`src/rtl/id_ex_stage.sv`:
```
`default_nettype none
// ============================================================================
//  Module   : id_ex_stage
//  Brief    : ID/EX pipeline register with EX/MEM + MEM/WB operand forwarding,
//             load-use bubble insertion and downstream hold/flush handling.
//  Revision : 1.0
// ============================================================================
module id_ex_stage #(
    parameter int WIDTH = 32,
    parameter int RA_W  = 5
) (
    input  logic             clk,
    input  logic             rst_n,
    input  logic             id_valid,
    output logic             id_ready,
    input  logic [WIDTH-1:0] id_pc,
    input  logic [WIDTH-1:0] id_rs1_data,
    input  logic [WIDTH-1:0] id_rs2_data,
    input  logic [WIDTH-1:0] id_imm,
    input  logic [RA_W-1:0]  id_rs1_addr,
    input  logic [RA_W-1:0]  id_rs2_addr,
    input  logic [RA_W-1:0]  id_rd_addr,
    input  logic [3:0]       id_alu_ctrl,
    input  logic             id_src_a_pc,
    input  logic             id_src_b_imm,
    input  logic             id_reg_write,
    input  logic             id_mem_read,
    input  logic             id_mem_write,
    input  logic             ex_hold,
    input  logic             ex_flush,
    input  logic             exmem_reg_write,
    input  logic [RA_W-1:0]  exmem_rd,
    input  logic [WIDTH-1:0] exmem_result,
    input  logic             memwb_reg_write,
    input  logic [RA_W-1:0]  memwb_rd,
    input  logic [WIDTH-1:0] memwb_wdata,
    output logic             ex_valid,
    output logic [WIDTH-1:0] ex_pc,
    output logic [WIDTH-1:0] alu_a,
    output logic [WIDTH-1:0] alu_b,
    output logic [3:0]       alu_ctrl,
    output logic [WIDTH-1:0] ex_store_data,
    output logic [RA_W-1:0]  ex_rd_addr,
    output logic             ex_reg_write,
    output logic             ex_mem_read,
    output logic             ex_mem_write,
    output logic             load_use_hazard
);

    logic             valid_q,     valid_d;
    logic [WIDTH-1:0] pc_q,        pc_d;
    logic [WIDTH-1:0] rs1_data_q,  rs1_data_d;
    logic [WIDTH-1:0] rs2_data_q,  rs2_data_d;
    logic [WIDTH-1:0] imm_q,       imm_d;
    logic [RA_W-1:0]  rs1_addr_q,  rs1_addr_d;
    logic [RA_W-1:0]  rs2_addr_q,  rs2_addr_d;
    logic [RA_W-1:0]  rd_q,        rd_d;
    logic [3:0]       alu_ctrl_q,  alu_ctrl_d;
    logic             src_a_pc_q,  src_a_pc_d;
    logic             src_b_imm_q, src_b_imm_d;
    logic             reg_write_q, reg_write_d;
    logic             mem_read_q,  mem_read_d;
    logic             mem_write_q, mem_write_d;

    logic [WIDTH-1:0] w_fwd_rs1;
    logic [WIDTH-1:0] w_fwd_rs2;

    // EX/MEM is the younger producer, so it is applied last and wins.
    always_comb begin
        w_fwd_rs1 = rs1_data_q;
        if (memwb_reg_write && (memwb_rd != '0) && (memwb_rd == rs1_addr_q))
            w_fwd_rs1 = memwb_wdata;
        if (exmem_reg_write && (exmem_rd != '0) && (exmem_rd == rs1_addr_q))
            w_fwd_rs1 = exmem_result;

        w_fwd_rs2 = rs2_data_q;
        if (memwb_reg_write && (memwb_rd != '0) && (memwb_rd == rs2_addr_q))
            w_fwd_rs2 = memwb_wdata;
        if (exmem_reg_write && (exmem_rd != '0) && (exmem_rd == rs2_addr_q))
            w_fwd_rs2 = exmem_result;
    end

    assign ex_valid      = valid_q;
    assign ex_pc         = pc_q;
    assign alu_ctrl      = alu_ctrl_q;
    assign ex_rd_addr    = rd_q;
    assign ex_reg_write  = reg_write_q & valid_q;
    assign ex_mem_read   = mem_read_q  & valid_q;
    assign ex_mem_write  = mem_write_q & valid_q;
    assign alu_a         = src_a_pc_q  ? pc_q  : w_fwd_rs1;
    assign alu_b         = src_b_imm_q ? imm_q : w_fwd_rs2;
    assign ex_store_data = w_fwd_rs2;

    // Both source fields are compared even for formats without an rs2.
    assign load_use_hazard = ex_valid && ex_mem_read && (ex_rd_addr != '0) && id_valid &&
                             ((ex_rd_addr == id_rs1_addr) || (ex_rd_addr == id_rs2_addr));

    assign id_ready = !ex_hold && !load_use_hazard;

    always_comb begin
        valid_d     = valid_q;
        pc_d        = pc_q;
        rs1_data_d  = rs1_data_q;
        rs2_data_d  = rs2_data_q;
        imm_d       = imm_q;
        rs1_addr_d  = rs1_addr_q;
        rs2_addr_d  = rs2_addr_q;
        rd_d        = rd_q;
        alu_ctrl_d  = alu_ctrl_q;
        src_a_pc_d  = src_a_pc_q;
        src_b_imm_d = src_b_imm_q;
        reg_write_d = reg_write_q;
        mem_read_d  = mem_read_q;
        mem_write_d = mem_write_q;

        if (ex_flush || (!ex_hold && load_use_hazard)) begin
            valid_d     = 1'b0;
            reg_write_d = 1'b0;
            mem_read_d  = 1'b0;
            mem_write_d = 1'b0;
        end else if (ex_hold) begin
            // Capture forwarded values so a producer retiring mid-hold is not lost.
            rs1_data_d = w_fwd_rs1;
            rs2_data_d = w_fwd_rs2;
        end else begin
            valid_d     = id_valid;
            pc_d        = id_pc;
            rs1_data_d  = id_rs1_data;
            rs2_data_d  = id_rs2_data;
            imm_d       = id_imm;
            rs1_addr_d  = id_rs1_addr;
            rs2_addr_d  = id_rs2_addr;
            rd_d        = id_rd_addr;
            alu_ctrl_d  = id_alu_ctrl;
            src_a_pc_d  = id_src_a_pc;
            src_b_imm_d = id_src_b_imm;
            reg_write_d = id_valid & id_reg_write;
            mem_read_d  = id_valid & id_mem_read;
            mem_write_d = id_valid & id_mem_write;
        end
    end

    always_ff @(posedge clk or negedge rst_n) begin
        if (!rst_n) begin
            valid_q     <= 1'b0;
            pc_q        <= '0;
            rs1_data_q  <= '0;
            rs2_data_q  <= '0;
            imm_q       <= '0;
            rs1_addr_q  <= '0;
            rs2_addr_q  <= '0;
            rd_q        <= '0;
            alu_ctrl_q  <= 4'b0000;
            src_a_pc_q  <= 1'b0;
            src_b_imm_q <= 1'b0;
            reg_write_q <= 1'b0;
            mem_read_q  <= 1'b0;
            mem_write_q <= 1'b0;
        end else begin
            valid_q     <= valid_d;
            pc_q        <= pc_d;
            rs1_data_q  <= rs1_data_d;
            rs2_data_q  <= rs2_data_d;
            imm_q       <= imm_d;
            rs1_addr_q  <= rs1_addr_d;
            rs2_addr_q  <= rs2_addr_d;
            rd_q        <= rd_d;
            alu_ctrl_q  <= alu_ctrl_d;
            src_a_pc_q  <= src_a_pc_d;
            src_b_imm_q <= src_b_imm_d;
            reg_write_q <= reg_write_d;
            mem_read_q  <= mem_read_d;
            mem_write_q <= mem_write_d;
        end
    end

endmodule
`default_nettype wire

```
`config.mk`:
```
export PLATFORM = sky130hd
export DESIGN_NAME = id_ex_stage
export DESIGN_NICKNAME = d
export VERILOG_FILES = /design/src/rtl/id_ex_stage.sv
export SDC_FILE = /design/constraint.sdc
export NUM_CORES = 1
export LEC_CHECK = 0
export ABC_CLOCK_PERIOD_IN_PS = 6500
export CAP_MARGIN = 20
export CORE_AREA = 2 2 147 149
export CTS_CLUSTER_DIAMETER = 40
export DETAILED_ROUTE_END_ITERATION = 7
export DIE_AREA = 0 0 149 151
export PLACE_DENSITY = 0.82
export SYNTH_ARGS = -nofsm -noshare
export SYNTH_HDL_FRONTEND = slang
export SYNTH_SLANG_ARGS = --single-unit
```
`constraint.sdc`:
```
create_clock -name clk -period 6.5 [get_ports clk]
set_input_delay 1.95 -clock clk [delete_from_list [all_inputs] [get_ports clk]]
set_output_delay 1.95 -clock clk [all_outputs]
set_load 0.03 [all_outputs]
```
==> metrics.yaml, run 1 <==
timing:
  finalSetupViolCount: 0
  slew_headroom_pct: 27.2
  slew_viol_final: 0
  min_period_ns: 6.35
  fin_skew_ns: 0.0130
  fmax_ghz: 0.157
  rsz0062_at_grt: "no"
  hold_ws_ns: 0.483
  worst_pin_slew_ns: 1.09
  worst_slack_ns: 0.150
  post-route-period-util_pct: 97.7
  hold_violations: 0
setup_path:
  worstSetupStartpointType: "input port"
  crit_end: "alu_b[19]"
  critPathMaxStageDelay_ns: 0.54
  cp_max_fo: 24
  crit_required_ns: 4.55
  worst-path-stages: 9
  crit_buf_inv: 3
  slowest_stage: "or4_1"
  worstPathCellList: "clkdlybuf4s50_1 -> or4_1 -> o21ai_0 -> or4_4 -> buf_6 -> nor2_1 -> a31oi_1 -> mux2_2 -> buf_4"
  critPathTopFamily: "buffers and inverters"
  cp_data_arrival_time_ns: 4.40
  r2r-end: "ex_pc[16]"
  critPathCaptureType: "output pin"
  r2r-start: "ex_rd_addr[1]"
  r2r.worst_path.cells: 8
  critPathLaunch: "exmem_rd[2]"
  path_class: "in -> out"
  reg2reg_slack_ns: 3.17
floorplanning:
  die_w_um: 149
  rows: 53
  fp.dieArea_um2: 22500
  start_util_pct: 44.6
  io_pins: 376
  core_area_um2: 20800
  die_h_um: 151
synth:
  async_flop_share_pct: 100
  ys_top_cells_by_count: "dfrtp_1, nand2_1, nor2_1"
  netlist-cell-type-count: 39
  syn_inst: 952
  syn_avg_cell_area_um2: 9.76
  synth_top_area_share_pct: 41.2
  syn-num-nets: 1185
  syn_area_um2: 9290
  ys_seq_area_share_pct: 41.2
  ys.warnings.count: 0
  synth_top_cell_by_area: "dfrtp_1"
  synthTopCellsByArea: "dfrtp_1, mux2_2, mux2_1"
  synth_ff_type: "dfrtp_1"
  synth_enable_flop_cells: 0
  yosys_register_bits: 153
  synth_most_common_cell: "dfrtp_1"
clock_network:
  root_buffer: "clkbuf_16"
  clk_latency_ns: 0.43
  cts.sinks: 153
  cts_setup_buffers: 0
  cts_inserted_buffers: 17
  htreeDepth: 4
  clk_path_buf_depth: 2
  cts_hold_buf: 0
  cts_tree: "built"
  clkTransAtPathRegs_ns: 0.07
cells_and_area:
  finalNonFillerCells: 1612
  fillers: 1674
  multi_input_area_um2: 5110
  syn2layout_area_growth_pct: 51.9
  final_util_pct: 67.8
  regArea_um2: 3830
  nets: 1556
  drive_gt1_share_pct: 23.7
detailed_routing:
  firstDrtPassIters: 5
  wl_per_cell_um: 22.4
  final_antenna_net_count: 0
  drcViolationCount: 0
  vias_per_cell: 5.87
  wl_mm: 36.2
  drt-initial-drc-count: 796
  num_vias: 9456
placement:
  gp_congestion: 0.862
  dp_cells: 1578
  port_buffers: 375
  post-place-ws_ns: -0.131
  dpl.hpwl_mm: 25.7
global_route:
  grt_pass1_vias: 9615
  grt_overflow_total: 0
  grt_max_degree: 80
  grt_pass1_wl_mm: 54.0
  grt_antenna_before_repair: 0
  gr-usage-all-layers_pct: 31.4
power:
  p_leak_nw: 6.16
  ir_drop_v: 0.000185
  p_per_area_nw_per_um2: 267
  power_mw: 3.76
hold_path:
  min_path_type: "reg -> reg"
run_status:
  outcome: "complete, no violations"
flow_run:
  maxCapViolCount: 0
layout by cell type (no fill, tap or decap), types with 2 or more instances in the layout:
| master | count |
|---|---|
| clkdlybuf4s50_1 | 274 |
| dfrtp_1 | 151 |
| buf_4 | 146 |
| nand2_1 | 104 |
| nor2_1 | 97 |
| mux2_2 | 68 |
| mux2_1 | 50 |
| nor3_1 | 35 |
| or4_1 | 34 |
| o21ai_0 | 33 |
| a221oi_1 | 32 |
| mux2i_1 | 32 |
| o221a_2 | 32 |
| a31oi_1 | 31 |
| and3_1 | 31 |
| o31ai_1 | 31 |
| o211a_1 | 30 |
| xor2_1 | 22 |
| clkbuf_16 | 17 |
| buf_12 | 15 |
| xnor2_1 | 8 |
| clkinvlp_4 | 6 |
| nand3_1 | 4 |
| nor2_4 | 4 |
| inv_6 | 4 |
| buf_6 | 4 |
| and2_1 | 3 |
| inv_1 | 3 |
| o22ai_1 | 3 |
| nand3_2 | 2 |
| o211ai_1 | 2 |
| or2_2 | 2 |
| bufinv_16 | 2 |
| clkbuf_1 | 2 |
| dfrtp_2 | 2 |
how the worst min path moves through the flow:
stage	from	end	slack [ns]	depth (start not counted)
after floorplan	imm_q[0]	imm_q[0]	0.45	1
after global placement	imm_q[25]	imm_q[25]	0.46	1
after detailed placement	imm_q[25]	imm_q[25]	0.47	1
after CTS	imm_q[25]	imm_q[25]	0.48	1
after global routing	alu_ctrl[1]	alu_ctrl[1]	0.49	1
final	imm_q[1]	imm_q[1]	0.48	1
area by class of cell:
class                   instances  share of cell area [%]
diodes                          1                  0.0177
clock inverters                12                   0.993
multi-input cells             704                    36.3
clock buffers                  20                    3.17
repair buffers                442                    29.8
flip-flops and latches        153                    27.2
inverters                       5                   0.133
well taps                     275                    2.44
cells by family after synthesis:
| family | share of synthesized area, % |
|---|---|
| simple gates | 16.2 |
| compound gates | 17.4 |
| buf+inv | 4.57 |
| xor+xnor | 2.83 |
| mux | 17.8 |
| flops | 41.2 |
where the power goes:
| group | switching [mW] | internal [mW] |
|---|---|---|
| Clock | 0.438 | 0.581 |
| Sequential | 0.123 | 1.09 |
| Combinational | 0.813 | 0.715 |
registers in the layout (all words and copies together), names as in the netlist:
signal / flops
rs1_addr_q: 5
imm_q: 32
ex_valid: 1
ex_pc: 32
mem_read_q: 1
rs2_addr_q: 5
src_a_pc_q: 1
src_b_imm_q: 1
alu_ctrl: 4
rs2_data_q: 32
mem_write_q: 1
ex_rd_addr: 5
reg_write_q: 1
rs1_data_q: 32
worst register-to-register path, stage by stage, from the launching register on:
cell and delay [ns]:
dfrtp_1 0.45, or4_1 0.60, o211ai_1 0.22, or2_2 0.38, inv_2 0.07, buf_4 0.26
nor3_4 0.17, buf_4 0.60, mux2_2 0.48
per-layer routing:
metal	global-route usage [%]	share of wire, %
met5	0	0
met4	12.4	2.8
met1	37.5	38
met3	6.33	9.5
met2	55.6	50
what timing repair did:
| item | 4_1_cts | 5_1_grt |
|---|---|---|
| cloned | 0 | 1 |
| pin swaps | 1 | 1 |
| resized for setup | 3 | 6 |
| setup endpoints to repair | 5 | 14 |
metrics by stage:
stage               instance area, um^2  setup TNS [ns]
global placement                  13500          -0.102
CTS                               14100               0
finish                            14100               0
floorplan                          9290               0
detailed placement                13500          -0.175
global route                      14100               0
Note: power is estimated with default switching activity, not from simulation.
==> run 2, diff against run 1 <==
--- a/config.mk
+++ b/config.mk
@@ -12,6 +12,7 @@
 export DETAILED_ROUTE_END_ITERATION = 7
 export DIE_AREA = 0 0 149 151
 export PLACE_DENSITY = 0.82
+export SKIP_LAST_GASP = 1
 export SYNTH_ARGS = -nofsm -noshare
 export SYNTH_HDL_FRONTEND = slang
 export SYNTH_SLANG_ARGS = --single-unit
==> metrics.yaml, run 2 (synthesized netlist as in run 1, its figures left out) <==
timing:
  slew_viol_final: 0
  post-route-period-util_pct: 99.6
  hold_violations: 0
  fmax_ghz: 0.154
  worst_pin_slew_ns: 1.09
  rsz0062_at_grt: "yes"
  min_period_ns: 6.47
  finalSetupViolCount: 0
  fin_skew_ns: 0.0130
  slew_headroom_pct: 27.2
detailed_routing:
  drt-initial-drc-count: 796
  final_antenna_net_count: 0
  wl_mm: 36.2
  vias_per_cell: 5.87
  firstDrtPassIters: 5
  wl_per_cell_um: 22.4
  num_vias: 9456
  drcViolationCount: 0
power:
  p_leak_nw: 6.16
  ir_drop_v: 0.000185
  p_per_area_nw_per_um2: 267
setup_path:
  slowest_stage: "nor2_2"
  r2r-start: "ex_rd_addr[1]"
  critPathCaptureType: "output pin"
  worstSetupStartpointType: "input port"
  cp_common_cell: "buf_4"
  worstPathCellList: "clkdlybuf4s50_1 -> buf_4 -> xnor2_1 -> nand4_1 -> nor2_2 -> a221oi_1 -> o31ai_1 -> buf_4"
  path_class: "in -> out"
  critPathMaxStageDelay_ns: 0.84
  cp_max_fo: 15
  critPathLaunch: "exmem_rd[1]"
  cp_data_arrival_time_ns: 4.52
  crit_required_ns: 4.55
placement:
  gp_congestion: 0.862
  placed_area_um2: 13500
  dpl.hpwl_mm: 25.7
  port_buffers: 375
floorplanning:
  fp.dieArea_um2: 22500
  core_area_um2: 20800
  die_h_um: 151
  rows: 53
  start_util_pct: 44.6
  io_pins: 376
  die_w_um: 149
cells_and_area:
  final_util_pct: 67.7
  nets: 1556
  fillers: 1674
  drive_gt1_share_pct: 23.7
  final_cell_mix: "clkdlybuf4s50_1, dfrtp_1, buf_4"
  final_cell_area_um2: 14100
  syn2layout_area_growth_pct: 51.9
  final_common_cell: "clkdlybuf4s50_1"
global_route:
  grt_antenna_before_repair: 0
  gr-usage-all-layers_pct: 31.4
  grt_max_degree: 80
  grt_pass1_wl_mm: 54.0
  grt_overflow_total: 0
  grt_pass1_vias: 9615
hold_path:
  min_path_type: "reg -> reg"
  hold_start: "imm_q[1]"
clock_network:
  root_buffer: "clkbuf_16"
  cts_tree: "built"
  cts_inserted_buffers: 17
  clkTransAtPathRegs_ns: 0.07
  cts_hold_buf: 0
  clk_path_buf_depth: 2
  htreeDepth: 4
  clk_latency_ns: 0.43
  cts.sinks: 153
run_status:
  outcome: "complete, no violations"
flow_run:
  maxCapViolCount: 0
-- run 2: routing by layer --
metal | track usage (%) | routed length [um] | vias up | part of all wire (%)
met1 | 37.5 | 13700 | 4557 | 38
met5 | 0 | 0 | - | 0
met4 | 12.4 | 1030 | 0 | 2.8
li1 | - | - | 4297 | -
met3 | 6.33 | 3430 | 60 | 9.5
met2 | 55.6 | 18000 | 542 | 50
-- run 2: stage by stage --
step | instances | TNS, ns | hold WS, ns | worst slack [ns] | power (mW)
floorplan | 952 | 0 | 0.452 | 0.428 | 2.00
global placement | 1578 | -0.102 | 0.462 | -0.102 | 2.72
detailed placement | 1578 | -0.175 | 0.469 | -0.131 | 2.75
CTS | 1610 | 0 | 0.484 | 0.0143 | 3.77
global route | 1611 | -0.270 | 0.493 | -0.0580 | 3.91
finish | 1612 | 0 | 0.483 | 0.0261 | 3.76
-- run 2: worst max-delay path, delay by kind of cell --
kind                   cells  cell delay [ns]
AND/OR/NAND/NOR            2             1.12
AO/OA/AOI/OAI              2             0.51
XOR/XNOR                   1             0.15
buffers and inverters      3             0.79
-- run 2: repair_timing --
| action | in CTS | in global routing |
|---|---|---|
| cloned | 0 | 1 |
| setup buffers | 0 | 0 |
| endpoints found under the setup margin | 5 | 14 |
| pin swaps | 1 | 1 |
| gates resized for setup | 3 | 5 |
-- run 2: cell type report --
type                    instances  area (um^2)  area share [%]
diodes                          1         2.50          0.0177
clock buffers                  20          447            3.17
clock inverters                12          140           0.994
inverters                       5         18.8           0.133
multi-input cells             704         5110            36.2
flip-flops and latches        153         3830            27.2
well taps                     275          344            2.44
repair buffers                442         4210            29.9
-- run 2: final timing paths --
kind / endpoint / slack (ns) / cells after the start
max in group asynchronous: ex_pc[0] / 3.87 / 2
min in group asynchronous: imm_q[29] / 1.44 / 1
worst max-delay path: alu_a[8] / 0.03 / 8
worst min register to register: imm_q[1] / 0.48 / 1
worst max register to register: ex_pc[16] / 3.17 / 8
worst min-delay path: imm_q[1] / 0.48 / 1
-- run 2: where the power goes --
| part | internal, mW | switching [mW] | total, mW |
|---|---|---|---|
| logic | 0.715 | 0.813 | 1.53 |
| registers | 1.09 | 0.123 | 1.21 |
| clock network | 0.581 | 0.438 | 1.02 |
